[src/rtl/typec_pkg.sv]
// Shared encodings for the Type-C transmit scheduler: btype codes, request type
// encodings and the scheduler state encoding.
package typec_pkg;

  typedef enum logic [2:0] {
    StIdle  = 3'd0,
    StLoad  = 3'd1,
    StStart = 3'd2,
    StBusy  = 3'd3,
    StRel   = 3'd4,
    StGap   = 3'd5
  } sched_state_e;

  typedef enum logic [1:0] {
    HsIllegal = 2'd0,
    HsAck     = 2'd1,
    HsNak     = 2'd2,
    HsStall   = 2'd3
  } hs_type_e;

  typedef enum logic [1:0] {
    StsDlink   = 2'd0,
    StsDtype   = 2'd1,
    StsDtemp   = 2'd2,
    StsIllegal = 2'd3
  } st_type_e;

  localparam logic [3:0] BtAck   = 4'b0001;
  localparam logic [3:0] BtNak   = 4'b0010;
  localparam logic [3:0] BtStall = 4'b0011;
  localparam logic [3:0] BtDlink = 4'b1000;
  localparam logic [3:0] BtDtype = 4'b1001;
  localparam logic [3:0] BtDtemp = 4'b1010;
  localparam logic [3:0] BtData0 = 4'b1101;
  localparam logic [3:0] BtData1 = 4'b1110;

  // Grant bit positions, highest priority first.
  localparam int unsigned GntHs = 0;
  localparam int unsigned GntSt = 1;
  localparam int unsigned GntDt = 2;

  function automatic logic [3:0] hs_btype(input logic [1:0] t);
    logic [3:0] bt;
    case (t)
      HsAck:   bt = BtAck;
      HsNak:   bt = BtNak;
      HsStall: bt = BtStall;
      default: bt = 4'b0000;
    endcase
    return bt;
  endfunction

  function automatic logic [3:0] st_btype(input logic [1:0] t);
    logic [3:0] bt;
    case (t)
      StsDlink: bt = BtDlink;
      StsDtype: bt = BtDtype;
      StsDtemp: bt = BtDtemp;
      default:  bt = 4'b0000;
    endcase
    return bt;
  endfunction

endpackage

[src/rtl/typec_prio_arb.sv]
// Three-way fixed-priority arbiter; bit 0 wins over bit 1, which wins over bit 2.
module typec_prio_arb (
  input  logic [2:0] req_i,
  output logic [2:0] gnt_o
);

  always_comb begin
    gnt_o = 3'b000;
    if (req_i[0]) begin
      gnt_o[0] = 1'b1;
    end else if (req_i[1]) begin
      gnt_o[1] = 1'b1;
    end else if (req_i[2]) begin
      gnt_o[2] = 1'b1;
    end
  end

endmodule

[src/rtl/typec_tx_sched.sv]
// Type-C transmit scheduler: arbitrates handshake/status/data requests and sequences the
// transmitter. Optional BUSY watchdog enabled by defining TYPEC_TX_SCHED_TIMEOUT_EN.
module typec_tx_sched
  import typec_pkg::*;
#(
  parameter int unsigned IPG         = 4,
  parameter int unsigned TIMEOUT_CYC = 1023
) (
  input  logic        clk,
  input  logic        rst,
  input  logic        hs_req_i,
  input  logic [1:0]  hs_type_i,
  input  logic        st_req_i,
  input  logic [1:0]  st_type_i,
  input  logic        dt_req_i,
  input  logic [11:0] dt_addr_i,
  input  logic [11:0] dt_len_i,
  input  logic        dt_retry_i,
  input  logic        tog_clr_i,
  input  logic        fd_i,
  output logic        hs_done_o,
  output logic        st_done_o,
  output logic        dt_done_o,
  output logic        err_o,
  output logic        fs_o,
  output logic [3:0]  btype_o,
  output logic [11:0] tx_addr_o,
  output logic [11:0] tx_len_o,
  output logic        busy_o
);

  localparam int unsigned GapW = (IPG > 1) ? $clog2(IPG) : 1;
  localparam logic [GapW-1:0] GapInit = GapW'(IPG - 1);
  localparam sched_state_e AfterPkt = (IPG == 0) ? StIdle : StGap;

  sched_state_e    state_q;
  logic [2:0]      gnt_q;
  logic [3:0]      btype_q;
  logic [11:0]     tx_addr_q, tx_len_q;
  logic            fs_q, err_q, tog_q, retry_q;
  logic            hs_done_q, st_done_q, dt_done_q;
  logic [GapW-1:0] gap_q;

  logic [2:0] gnt;
  logic       load_reject;
  logic [3:0] load_btype;

  typec_prio_arb u_arb (
    .req_i ({dt_req_i, st_req_i, hs_req_i}),
    .gnt_o (gnt)
  );

  // Winner decode in LOAD; a retry resends with the opposite of the current toggle.
  always_comb begin
    load_reject = 1'b0;
    load_btype  = 4'b0000;
    if (gnt_q[GntHs]) begin
      load_reject = (hs_type_i == HsIllegal);
      load_btype  = hs_btype(hs_type_i);
    end else if (gnt_q[GntSt]) begin
      load_reject = (st_type_i == StsIllegal);
      load_btype  = st_btype(st_type_i);
    end else begin
      load_reject = (dt_len_i == 12'd0);
      load_btype  = ((dt_retry_i ? ~tog_q : tog_q) == 1'b1) ? BtData1 : BtData0;
    end
  end

`ifdef TYPEC_TX_SCHED_TIMEOUT_EN
  localparam int unsigned TmoW = (TIMEOUT_CYC > 1) ? $clog2(TIMEOUT_CYC) : 1;
  logic [TmoW-1:0] tmo_q;
  logic            tmo_hit;
  assign tmo_hit = (tmo_q == TmoW'(TIMEOUT_CYC - 1));
`else
  logic unused_tmo;
  assign unused_tmo = ^TIMEOUT_CYC;
`endif

  always_ff @(posedge clk or negedge rst) begin
    if (!rst) begin
      state_q   <= StIdle;
      gnt_q     <= 3'b000;
      btype_q   <= 4'b0000;
      tx_addr_q <= 12'd0;
      tx_len_q  <= 12'd0;
      fs_q      <= 1'b0;
      err_q     <= 1'b0;
      tog_q     <= 1'b0;
      retry_q   <= 1'b0;
      hs_done_q <= 1'b0;
      st_done_q <= 1'b0;
      dt_done_q <= 1'b0;
      gap_q     <= '0;
`ifdef TYPEC_TX_SCHED_TIMEOUT_EN
      tmo_q     <= '0;
`endif
    end else begin
      hs_done_q <= 1'b0;
      st_done_q <= 1'b0;
      dt_done_q <= 1'b0;
      err_q     <= 1'b0;
      unique case (state_q)
        StIdle: begin
          if (|gnt) begin
            gnt_q   <= gnt;
            state_q <= StLoad;
          end
        end
        StLoad: begin
          btype_q <= load_btype;
          if (gnt_q[GntDt]) begin
            tx_addr_q <= dt_addr_i;
            tx_len_q  <= dt_len_i;
            retry_q   <= dt_retry_i;
          end
          if (load_reject) begin
            err_q                               <= 1'b1;
            {dt_done_q, st_done_q, hs_done_q}   <= gnt_q;
            gap_q                               <= GapInit;
            state_q                             <= AfterPkt;
          end else begin
            state_q <= StStart;
          end
        end
        StStart: begin
          fs_q    <= 1'b1;
          state_q <= StBusy;
`ifdef TYPEC_TX_SCHED_TIMEOUT_EN
          tmo_q   <= '0;
`endif
        end
        StBusy: begin
          if (fd_i) begin
            fs_q                              <= 1'b0;
            {dt_done_q, st_done_q, hs_done_q} <= gnt_q;
            if (gnt_q[GntDt] && !retry_q) begin
              tog_q <= ~tog_q;
            end
            state_q <= StRel;
`ifdef TYPEC_TX_SCHED_TIMEOUT_EN
          end else if (tmo_hit) begin
            fs_q                              <= 1'b0;
            err_q                             <= 1'b1;
            {dt_done_q, st_done_q, hs_done_q} <= gnt_q;
            state_q                           <= StRel;
          end else begin
            tmo_q <= tmo_q + TmoW'(1);
`endif
          end
        end
        StRel: begin
          if (!fd_i) begin
            gap_q   <= GapInit;
            state_q <= AfterPkt;
          end
        end
        StGap: begin
          if (gap_q == '0) begin
            state_q <= StIdle;
          end else begin
            gap_q <= gap_q - GapW'(1);
          end
        end
        default: state_q <= StIdle;
      endcase
      // A clear wins over any flip applied above in the same cycle.
      if (tog_clr_i) begin
        tog_q <= 1'b0;
      end
    end
  end

  assign hs_done_o = hs_done_q;
  assign st_done_o = st_done_q;
  assign dt_done_o = dt_done_q;
  assign err_o     = err_q;
  assign fs_o      = fs_q;
  assign btype_o   = btype_q;
  assign tx_addr_o = tx_addr_q;
  assign tx_len_o  = tx_len_q;
  assign busy_o    = (state_q != StIdle);

endmodule

[config.mk]
export PLATFORM = sky130hd
export DESIGN_NAME = typec_tx_sched
export DESIGN_NICKNAME = d
export VERILOG_FILES = /design/src/rtl/typec_pkg.sv /design/src/rtl/typec_prio_arb.sv /design/src/rtl/typec_tx_sched.sv
export SDC_FILE = /design/constraint.sdc
export NUM_CORES = 1
export LEC_CHECK = 0
export ABC_AREA = 1
export CAP_MARGIN = 5
export CORE_ASPECT_RATIO = 0.9
export CORE_MARGIN = 1.5
export CORE_UTILIZATION = 44
export DETAILED_ROUTE_END_ITERATION = 16
export PLACE_DENSITY = 0.81
export SYNTH_ARGS = -nofsm -noshare
export SYNTH_HDL_FRONTEND = slang
export SYNTH_SLANG_ARGS = --single-unit
[constraint.sdc]
create_clock -name clk -period 2 [get_ports clk]
set_clock_uncertainty 0.05 [all_clocks]
set_input_delay 0.4 -clock clk [delete_from_list [all_inputs] [get_ports clk]]
set_output_delay 0.4 -clock clk [all_outputs]
set_load 0.005 [all_outputs]
==> reports/metrics.cfg, run 1 <==
[run_status]
outcome=complete, no violations

[grt]
antenna_found_initial=0
first_global_vias=1538
grt_pass1_wl_um=7079
gr-total-overflow=0
grt_usage_pct=20.18
grt_max_degree=44

[timing]
rsz0062_at_grt=no
tightest_slew_ps=537.0
fmax_ghz=0.5295
max_slew_margin_pct=64.20
fin_crit_ps=1889
drv_slew=0
fin_setup_tns_ps=0
timing.final.crit_share_pct=94.44
setup_viol=0
hold_viol_final=0

[die]
core.rowCount=22
pin_count=70
start_util_pct=46.61
chipWidth_um=72.71
die_area_mm2=0.004780
die_h_um=65.74
core_mm2=0.004129

[power]
leakage_nw=1.302
power_density_mw_per_mm2=1484
combPwrFrac_pct=46.6
swShare_pct=32.27
p_int_w=0.002785
power_switching_w=0.001327
seq_power_share_pct=37.6
peakVddDrop_v=0.0006850
pwr-share-clk_pct=15.8

[logic_synthesis]
ys_seq_elements=43
netlist_top_cells_area=dfrtp_1, mux2_2, nand2_1
synth_cell_types=24
synth_nets=231
syn_avg_cell_area_um2=9.919
syn_inst=194
synth_edf_count=0
yosysTopAreaCell=dfrtp_1
synth_flop_cell=dfrtp_1
ys_warn_count=0
yosysMostFrequentCell=nand2_1
ys_seq_area_share_pct=55.92
yosys-top-cells-count=nand2_1, dfrtp_1, inv_1
synth_area_mm2=0.001924
synth_top_area_share_pct=55.92
synthArstFlopShare_pct=100.0

[finish]
final-seq-area_mm2=0.001079
final_nets=306
syn2layout_area_growth_pct=43.95
fillers=341
fin_cells=317
diodes=0
multi_input_comb_area_um2=742.0
final_layout_size_suffix_gt1_share_pct=15.24

[placed_design]
placed_cells=309
dp.final_hpwl_um=3090
numPortBuffers=69
globalplace.congestion=0.8928

[cts]
cts_buffer_depth=2
cts.sinks=43
cts_root_buf=clkbuf_8
tritoncts=done
path_clk_slew_ps=80
cts_buffers=5
ctsHtreeMaxLevel=2
clock_latency_ps=300

[flow_run]
maxCapViolCount=0

[drt]
finalWirelength_um=4158
num_vias=1548
ant_nets=0
drtPass1Iterations=4
wl_per_cell_um=13.12
drtIter0Drc=83
drc=0
vias_per_cell=4.883

[setup_path]
path_class=reg -> out
cp-end-kind=output pin
cp_max_fo=5
worstPathRequired_ps=1550
crit_path_start_kind=register
arrival_ps=1440
ff2ff_path_depth=6

[min_path]
worstHoldPathType=in -> async

## layout by cell type, fill, tap and decap left out, types with 3 or more instances in the layout
cell             netlist  routed
mux2_2                19      19
clkdlybuf4s50_1        0      68
a21oi_1                5       5
nor2_1                19      18
nand2_1               46      45
nand3_1               11      11
inv_1                 20      20
buf_4                  0       3
clkbuf_8               0       5
dfrtp_1               43      41
o21ai_0               12      12
## layer usage
layer,wire [um],vias up,track usage [%]
met2,1982,50,32.22
met1,1799,714,25.30
li1,-,774,-
met5,0,-,0
met4,109,0,8.491
met3,266,10,6.288
## path summary, 6_finish.rpt
path,from,endpoint,slack [ps]
worst max-delay path,state_q[0],busy_o,110
max in group asynchronous,rst,state_q[0],1380
worst max register to register,state_q[2],tx_addr_o[9],420
worst min-delay path,rst,tx_addr_o[8],120
worst min register to register,tx_len_o[2],tx_len_o[2],440
min in group clk,tx_len_o[2],tx_len_o[2],440
## state kept, by name, summed over array words and instances (netlist names)
name / flops
err_o: 1
st_done_o: 1
dt_done_o: 1
tx_len_o: 12
tog_q: 1
btype_o: 4
retry_q: 1
tx_addr_o: 12
gnt_q: 3
hs_done_o: 1
fs_o: 1
state_q: 3
gap_q: 2
## power by group through the flow
stage / combinational [W] / clock [W] / sequential, W
after floorplan: 0.000983 / 0 / 0.00155
after global placement: 0.00186 / 0 / 0.00155
after detailed placement: 0.00190 / 0 / 0.00156
after CTS: 0.00190 / 0.000667 / 0.00156
after global routing: 0.00214 / 0.000711 / 0.00160
final: 0.00192 / 0.000648 / 0.00155
## layout make-up
cell class / count / area share [%]
Inverter: 21 / 2.846
Sequential cell: 43 / 38.93
Timing Repair Buffer: 72 / 25.56
Clock inverter: 1 / 1.084
Tap cell: 48 / 2.168
Clock buffer: 6 / 2.620
Multi-Input combinational cell: 126 / 26.78
## stage by stage
stage / setup slack (ps) / total power [W] / util, % / instance area [um^2] / hold WS, ps
floorplan: 545.1 / 0.002535 / - / 1924 / 54.41
global placement: 203.5 / 0.003410 / 64.24 / 2653 / 414.6
detailed placement: 130.8 / 0.003461 / 64.24 / 2653 / 416.6
CTS: 20.38 / 0.004129 / 66.82 / 2759 / 127.3
global route: 29.79 / 0.004449 / 67.09 / 2770 / 157.8
finish: 111.3 / 0.004112 / 67.09 / 2770 / 121.7
## critical path, stage by stage, from the launching register on
cell and delay, ps:
dfrtp_2 450, nor2_2 150, nand2_2 90, clkdlybuf4s50_1 450
## what timing repair did
action / 4_1_cts / 5_1_grt
endpoints found under the setup margin: 1 / 1
buffers inserted: 0 / 1
gates resized for setup: 2 / 2
hold buffers: 0 / 0
pin swaps: 0 / 0
## logic make-up (layout without fill, tap and decap cells)
group,after synthesis,after routing,synth area share [%]
buffers and inverters,25,100,5.786
AOI/OAI and AO/OA,21,21,6.177
adders and majority gates,1,1,0.6501
muxes,21,21,12.68
DFF,43,43,55.92
and+or+nand+nor,83,83,18.79
Power figures use the tool's default switching activity.
==> run 2, diff against run 1 <==
- CORE_UTILIZATION: 44 -> 46
- CTS_BUF_LIST: default -> sky130_fd_sc_hd__clkbuf_8
- PLACE_DENSITY: 0.81 -> 0.84
==> reports/metrics.cfg, run 2 (synthesized netlist as in run 1, its figures left out) <==
[run_status]
outcome=complete, no violations

[cts]
ctsHtreeMaxLevel=2  ; unchanged
tritoncts=done
path_clk_slew_ps=90  ; about the same
clock_latency_ps=300  ; about the same
cts_root_buf=clkbuf_8
holdBufCountCts=0  ; unchanged
cts_buffer_depth=2  ; unchanged
cts.sinks=43  ; unchanged
cts_buffers=5  ; unchanged

[die]
core.rowCount=22  ; unchanged
start_util_pct=47.56  ; +0.95 points
die_h_um=64.36  ; -2.1%
die_area_mm2=0.004581  ; -4.2%
chipWidth_um=71.18  ; -2.1%
pin_count=70  ; unchanged
core_mm2=0.004046  ; -2.0%

[placed_design]
globalplace.congestion=0.8411  ; -5.8%
numPortBuffers=69  ; unchanged
dp.final_hpwl_um=3027  ; -2.1%

[grt]
grt_use_met1_pct=25.98  ; +0.68 points
grt_pass1_wl_um=6755  ; -4.6%
grt_max_degree=25  ; -43%
first_global_vias=1482  ; -3.6%
grt_usage_pct=19.27  ; -0.90 points
gr-total-overflow=0  ; unchanged
antenna_found_initial=0  ; unchanged
grtUsageMet3_pct=4.101  ; -2.2 points
grt.busiest_layer=met2
globalRouteMet2Util_pct=29.86  ; -2.4 points

[power]
power_density_mw_per_mm2=1459  ; -1.7%
power_w=0.004038  ; -1.8%
peakVddDrop_v=0.0007243  ; +5.7%
leakage_nw=1.296  ; -0.44%

[drt]
drtPass1Iterations=4  ; unchanged
drc=0  ; unchanged
wl_per_cell_um=12.82  ; -2.3%
finalWirelength_um=4089  ; -1.7%
drtIter0Drc=64  ; -23%
vias_per_cell=4.962  ; +1.6%
ant_nets=0  ; unchanged
num_vias=1583  ; +2.3%

[timing]
fin_crit_ps=1913  ; +23.81 ps
fin_setup_tns_ps=0  ; unchanged
tightest_slew_ps=578.2  ; +41.29 ps
timing.final.crit_share_pct=95.63  ; +1.2 points
setup_viol=0  ; unchanged
hold_viol_final=0  ; unchanged
rsz0062_at_grt=no
fmax_ghz=0.5229  ; -1.2%
max_slew_margin_pct=61.31  ; -2.9 points
drv_slew=0  ; unchanged

[setup_path]
r2r_end=tx_len_o[3]
cp_max_fo=4  ; -1
ff2ff_path_depth=7  ; +1
worstSetupStartpoint=state_q[1]
cp-end-kind=output pin
critPathMaxStageDelay_ps=450  ; about the same
path_class=reg -> out
arrival_ps=1460  ; +20 ps
critPathSlowestCell=clkdlybuf4s50_1
timing.rr.start=state_q[2]
crit_end=busy_o
crit_path_start_kind=register
reg2reg_slack_ps=270  ; -150 ps
worstPathRequired_ps=1550  ; about the same
crit_chain=nor2_2 -> nand2_2 -> clkdlybuf4s50_1

[finish]
final_cell_mix=clkdlybuf4s50_1, nand2_1, dfrtp_1
final_layout_size_suffix_gt1_share_pct=16.24  ; +0.99 points
syn2layout_area_growth_pct=43.82  ; about the same
diodes=0  ; unchanged
final_nets=307  ; +0.33%
layout_commonest_cell=clkdlybuf4s50_1

[min_path]
worstHoldPathType=in -> async

[flow_run]
maxCapViolCount=0  ; unchanged

-- run 2: cell types whose count changed in the layout (fill, tap and decap cells not counted), sizes merged --
cell | before | now
buf | 4 | 5
inv | 21 | 22
clkbuf | 6 | 5
clkinvlp | 0 | 2
bufinv | 1 | 0
-- run 2: repair_timing --
| action | 4_1_cts | 5_1_grt |
|---|---|---|
| pin swaps | 0 | 0 |
| setup endpoints to repair | 1 | 1 |
| gates cloned | 0 | 0 |
| setup buffers | 0 | 1 |
| gates resized for setup | 2 | 2 |
-- run 2: worst min-delay path by stage --
stage,slack (ps),endpoint,startpoint
3_3_place_gp,350,tx_addr_o[9],rst
6_report,6,tx_len_o[9],rst
4_1_cts,20,hs_done_o,rst
2_1_floorplan,50,btype_o[0],rst
5_1_grt,40,tx_len_o[9],rst
3_5_place_dp,350,tx_addr_o[8],rst
-- run 2: power by group --
part	switching, W	internal (W)	leakage (nW)
clock	0.000321	0.000250	0.0408
sequential	0.000264	0.00129	0.515
combinational	0.000784	0.00113	0.740
total	0.00137	0.00267	1.30
-- run 2: layer usage --
metal,part of all wire [%],wire [um]
met1,45,1826
met2,47,1916
met3,6.5,266
met4,1.9,78
met5,0,0
-- run 2: critical path: cells and delay by family (launching register included) --
kind          cells  cell delay (ps)
buf+inv           1              450
simple gates      2              270
flops             1              440
-- run 2: per-stage QoR --
step	cell area, um^2	setup slack, ps	utilization [%]	std cells	hold WS [ps]
after floorplan	1924	545.1	-	194	54.41
after global placement	2660	206.7	65.74	310	349.9
after detailed placement	2660	152.0	65.74	310	350.8
after CTS	2756	25.01	68.12	318	21.01
after global routing	2768	18.51	68.40	319	42.44
final	2768	87.48	68.40	319	6.183
-- run 2: final cells by class --
cell class,count,area (um^2)
fillers,344,1279
flip-flops and latches,43,1079
multi-input cells,126,742.0
repair buffers,73,715.7
inverters,21,78.83
clock buffers,5,68.82
well taps,48,60.06
clock inverters,3,23.77
==> run 3, diff against run 2 <==
- CTS_CLUSTER_DIAMETER: default -> 30
- GPL_ROUTABILITY_DRIVEN: default -> 0
- SLEW_MARGIN: default -> 10
==> results of run 3 <==
The final DEF is identical to that of run 2; final timing and power are the same.
